File: src/rtl/jt49_sdm_dac.sv
// ============================================================================
// Module   : jt49_sdm_dac
// Brief    : Interpolating second-order sigma-delta DAC for JT49 audio samples
// Revision : 1.0
// ============================================================================
`default_nettype none

module jt49_sdm_dac #(
    parameter int SHIFT = 5,
    parameter int IW1   = 12,
    parameter int IW2   = 16
) (
    input  logic              clk,
    input  logic              rst_n,
    input  logic              cen,
    input  logic signed [7:0] din,
    output logic              dout,
    output logic              ramp
);

    localparam int               C_CW       = 8 + SHIFT;
    localparam logic [SHIFT-1:0] C_CNT_LOAD = '1;

    typedef enum logic [0:0] {
        ST_IDLE = 1'b0,
        ST_RAMP = 1'b1
    } state_t;

    state_t                 r_state, w_state_nxt;
    logic signed [C_CW-1:0] r_cur, w_cur_nxt;
    logic signed [7:0]      r_tgt, w_tgt_nxt;
    logic signed [8:0]      r_step, w_step_nxt;
    logic [SHIFT-1:0]       r_cnt, w_cnt_nxt;
    logic                   r_ramp;
    logic signed [IW1-1:0]  r_i1, w_i1_nxt;
    logic signed [IW2-1:0]  r_i2, w_i2_nxt;
    logic                   r_dout;

    logic signed [7:0]      w_x;
    logic                   w_frac_nz;
    logic signed [8:0]      w_step_new;
    logic signed [C_CW:0]   w_cur_sum;
    logic signed [C_CW-1:0] w_cur_step;
    logic signed [C_CW-1:0] w_tgt_full;
    logic signed [8:0]      w_fb;
    logic signed [IW1+1:0]  w_i1_sum;
    logic signed [IW2+1:0]  w_i2_sum;

    assign w_x       = r_cur[C_CW-1:SHIFT];
    assign w_frac_nz = |r_cur[SHIFT-1:0];

    // floor((din*2^S - cur) / 2^S) equals din - ceil(cur / 2^S)
    assign w_step_new = $signed({din[7], din}) - $signed({w_x[7], w_x})
                      - $signed({8'd0, w_frac_nz});

    // A floor-rounded negative step can overshoot a target near full scale
    assign w_cur_sum  = $signed({r_cur[C_CW-1], r_cur})
                      + $signed({{(C_CW-8){r_step[8]}}, r_step});
    assign w_cur_step = (w_cur_sum[C_CW] != w_cur_sum[C_CW-1])
                      ? {w_cur_sum[C_CW], {(C_CW-1){~w_cur_sum[C_CW]}}}
                      : w_cur_sum[C_CW-1:0];
    assign w_tgt_full = {r_tgt, {SHIFT{1'b0}}};

    always_comb begin
        w_state_nxt = r_state;
        w_cur_nxt   = r_cur;
        w_tgt_nxt   = r_tgt;
        w_step_nxt  = r_step;
        w_cnt_nxt   = r_cnt;
        if (cen) begin
            w_tgt_nxt   = din;
            w_step_nxt  = w_step_new;
            w_cnt_nxt   = C_CNT_LOAD;
            w_state_nxt = ST_RAMP;
        end else if (r_state == ST_RAMP) begin
            if (r_cnt != '0) begin
                w_cur_nxt = w_cur_step;
                w_cnt_nxt = r_cnt - SHIFT'(1);
            end else begin
                w_cur_nxt   = w_tgt_full;
                w_state_nxt = ST_IDLE;
            end
        end
    end

    always_ff @(posedge clk or negedge rst_n) begin
        if (!rst_n) begin
            r_state <= ST_IDLE;
            r_cur   <= '0;
            r_tgt   <= '0;
            r_step  <= '0;
            r_cnt   <= '0;
            r_ramp  <= 1'b0;
        end else begin
            r_state <= w_state_nxt;
            r_cur   <= w_cur_nxt;
            r_tgt   <= w_tgt_nxt;
            r_step  <= w_step_nxt;
            r_cnt   <= w_cnt_nxt;
            r_ramp  <= (w_state_nxt == ST_RAMP);
        end
    end

    assign w_fb = r_dout ? 9'sd128 : -9'sd128;

    assign w_i1_sum = $signed({{2{r_i1[IW1-1]}}, r_i1})
                    + $signed({{(IW1-6){w_x[7]}}, w_x})
                    - $signed({{(IW1-7){w_fb[8]}}, w_fb});
    assign w_i2_sum = $signed({{2{r_i2[IW2-1]}}, r_i2})
                    + $signed({{(IW2+2-IW1){r_i1[IW1-1]}}, r_i1})
                    - $signed({{(IW2-7){w_fb[8]}}, w_fb});

    // Clamp when the guard bits disagree with the destination sign bit
    assign w_i1_nxt = (w_i1_sum[IW1+1:IW1-1] == 3'b000 || w_i1_sum[IW1+1:IW1-1] == 3'b111)
                    ? w_i1_sum[IW1-1:0]
                    : {w_i1_sum[IW1+1], {(IW1-1){~w_i1_sum[IW1+1]}}};
    assign w_i2_nxt = (w_i2_sum[IW2+1:IW2-1] == 3'b000 || w_i2_sum[IW2+1:IW2-1] == 3'b111)
                    ? w_i2_sum[IW2-1:0]
                    : {w_i2_sum[IW2+1], {(IW2-1){~w_i2_sum[IW2+1]}}};

    always_ff @(posedge clk or negedge rst_n) begin
        if (!rst_n) begin
            r_i1   <= '0;
            r_i2   <= '0;
            r_dout <= 1'b0;
        end else begin
            r_i1   <= w_i1_nxt;
            r_i2   <= w_i2_nxt;
            r_dout <= ~w_i2_nxt[IW2-1];
        end
    end

    assign dout = r_dout;
    assign ramp = r_ramp;

endmodule

`default_nettype wire

File: config.mk
export PLATFORM = sky130hd
export DESIGN_NAME = jt49_sdm_dac
export DESIGN_NICKNAME = d
export VERILOG_FILES = /design/src/rtl/jt49_sdm_dac.sv
export SDC_FILE = /design/constraint.sdc
export NUM_CORES = 1
export LEC_CHECK = 0
export ABC_AREA = 1
export CORE_ASPECT_RATIO = 2
export CORE_MARGIN = 3
export CORE_UTILIZATION = 47
export CTS_BUF_LIST = sky130_fd_sc_hd__clkbuf_8
export CTS_CLUSTER_SIZE = 10
export DETAILED_ROUTE_END_ITERATION = 16
export PLACE_DENSITY_LB_ADDON = 0.25
export RECOVER_POWER = 50
export SLEW_MARGIN = 20
export SYNTH_ARGS = -nofsm -noshare
export SYNTH_HDL_FRONTEND = slang
export SYNTH_SLANG_ARGS = --single-unit
export TNS_END_PERCENT = 30
File: constraint.sdc
create_clock -name clk -period 8.2 [get_ports clk]
set_input_delay 1.64 -clock clk [delete_from_list [all_inputs] [get_ports clk]]
set_output_delay 1.64 -clock clk [all_outputs]
set_load 0.1 [all_outputs]
==> impl_metrics.tcl <==
set metrics [dict create \
    crit_arrival_ps 4290 \
    use_met2 0.436 \
    worstSetupEndpointType "asynchronous set/reset pin" \
    slowest_delay_ps 2530 \
    finClkSkew_ps 7.70 \
    reg2reg_from "dout$_DFF_PN0_" \
    cts_max_path_buffers 2 \
    yosysTopAreaCell "dfrtp_1" \
    synth-edff-count 0 \
    grt_pass1_wl_um 23500 \
    rsz0062_at_grt "no" \
    period_share 0.567 \
    start_kind "primary input" \
    firstDrtPassIters 4 \
    hp-class "flop to flop" \
    grt_max_degree 66 \
    die_w_um 84.8 \
    port_buffers 12 \
    syn-cell-area_sq_um 5840 \
    critPathRequiredTime_ps 7840 \
    path_buf_inv 2 \
    syn_nets 901 \
    cp_max_fo 65 \
    ys.warnings.count 0 \
    avgSynthCellArea_sq_um 7.27 \
    path_cells "buf_2 -> clkbuf_1" \
    die-area_sq_um 13900 \
    worstMarginPinSlew_ps 3610 \
    rows 57 \
    use_met1 0.199 \
    max_freq_ghz 0.215 \
    critPathLaunch "rst_n" \
    core_sq_um 12100 \
    grt_pass1_vias 5256 \
    yosysMostFrequentCell "nand2_1" \
    num_antenna_cells 0 \
    slew_violations 66 \
    synthDistinctLibCells 42 \
    crit_type "primary input to asynchronous set/reset pin" \
    dieHeight_um 164 \
    cts_inserted_buffers 9 \
    antenna_left 0 \
    first_iter_violations 267 \
    status "finished with violations" \
    finalCriticalPeriod_ps 4650 \
    synth_area_leaders "dfrtp_1, nand2_1, ha_1" \
    hold_viol 0 \
    ys_seq_elements 65 \
    dp_hpwl_um 11300 \
    syn_to_final_growth_pct 6.88 \
    gp_congestion 0.944 \
    initial_utilization 0.482 \
    cpLargestDelayFamily "buffers and inverters" \
    synth_common_cells "nand2_1, inv_1, ha_1" \
    antenna_found_initial 0 \
    slew_headroom -1.41 \
    violations "max-capacitance violations, max-slew violations" \
    gr-total-overflow 0 \
    fin_setup_tns_ps 0 \
    maxCapViolCount 1 \
    final_nets 915 \
    viasPerCell 5.12 \
    vias 4966 \
    hold_start "r_tgt[3]$_DFFE_PN0P_" \
    drt-wirelength-per-cell_um 14.3 \
    layout-drive-gt1-share 0.0633 \
    drcViolationCount 0 \
    insertion_delay_ps 350 \
    yosys.area.top_type_share 0.279 \
    ys.flop_type "dfrtp_1" \
    syn_inst 803 \
    htreeDepth 3 \
    io_pins 13 \
    clkSinkCount 65 \
    cp_slowest_cell "clkbuf_1" \
    cts_resized 0 \
    synth-async-reset-ratio 1.00 \
    clk_pin_slew_worst_paths_ps 70 \
    grt_busiest_layer "met2" \
    ctsHoldBuffers 0 \
    post_cts_buffers 0 \
    grt_usage 0.216 \
    totalWireLength_um 13900 \
    setup_violations 0 \
    yosysSeqAreaShare 0.279 \
    cts_tree "done" \
    cts_root_buffer "clkbuf_8" \
    grtUsageMet3 0.0207 \
]
## per-stage QoR
stage	utilization	cells	hold WS [ps]	instance area [sq um]	worst slack, ps
CTS	0.515	969	484	6240	4010
global placement	0.502	953	453	6080	4330
global route	0.515	969	509	6240	2860
finish	0.515	969	485	6240	3550
detailed placement	0.502	953	466	6080	4330
floorplan	-	803	433	5840	4550
## worst paths after layout
kind / end / slack, ps / depth (start not counted)
setup / recovery: r_cur[6]$_DFFE_PN0P_ / 3550 / 2
hold / removal: r_tgt[3]$_DFFE_PN0P_ / 480 / 2
setup reg to reg: r_i1[10]$_DFF_PN0_ / 4590 / 10
hold reg to reg: r_tgt[3]$_DFFE_PN0P_ / 480 / 2
max in group clk: dout / 4080 / 1
min in group asynchronous: r_i2[14]$_DFF_PN0_ / 2620 / 2
## layout by cell type, fill, tap and decap left out, types with 2 or more instances in the layout
cell             netlist  layout
nand2_1              241     241
inv_1                133     134
ha_1                  72      72
dfrtp_1               65      65
nor2_1                49      49
a21oi_1               45      45
o21ai_0               35      35
nand3_1               27      27
nand2_2               19      19
xor2_1                17      17
xnor2_1               16      16
fa_1                  15      15
clkdlybuf4s50_1        0      10
clkbuf_8               0       9
nand4_1                6       6
o21ai_1                6       6
and2_1                 6       6
inv_2                  5       5
a31oi_1                4       4
clkinv_2               0       4
nor3_1                 3       3
a21o_1                 3       3
o21bai_1               3       3
a21oi_2                2       2
o31a_1                 2       2
nand3b_1               2       2
or2_1                  2       2
nand2_4                2       2
clkinvlp_4             0       2
## area by class of cell
type,instances,area (sq um)
Fill cell,1227,5880
Multi-Input combinational cell,590,3630
Sequential cell,65,1630
Inverter,138,518
Tap cell,147,184
Clock buffer,9,124
Timing Repair Buffer,13,119
Clock inverter,7,38.8
## layer usage
layer | up-vias | part of all wire
met3 | 49 | 0.018
met5 | - | 0
met1 | 2284 | 0.35
li1 | 2550 | -
met2 | 83 | 0.58
met4 | 0 | 0.051
## state kept, by name, indices dropped and copies added (netlist names)
| signal | count |
|---|---|
| r_tgt | 8 |
| dout | 1 |
| ramp | 1 |
| r_cur | 13 |
| r_cnt | 5 |
| r_i2 | 16 |
| r_step | 9 |
| r_i1 | 12 |
## logic make-up (layout without fill, tap and decap cells)
| group | after synthesis | in the layout | synth area share |
|---|---|---|---|
| xor+xnor | 34 | 34 | 0.0523 |
| flops | 65 | 65 | 0.279 |
| compound gates | 108 | 108 | 0.104 |
| buf+inv | 148 | 167 | 0.0996 |
| simple gates | 361 | 361 | 0.259 |
| fa+ha+maj | 87 | 87 | 0.206 |
Power is not shown: default switching activity piles up to over one toggle a cycle in this logic, so the estimate is an artifact.
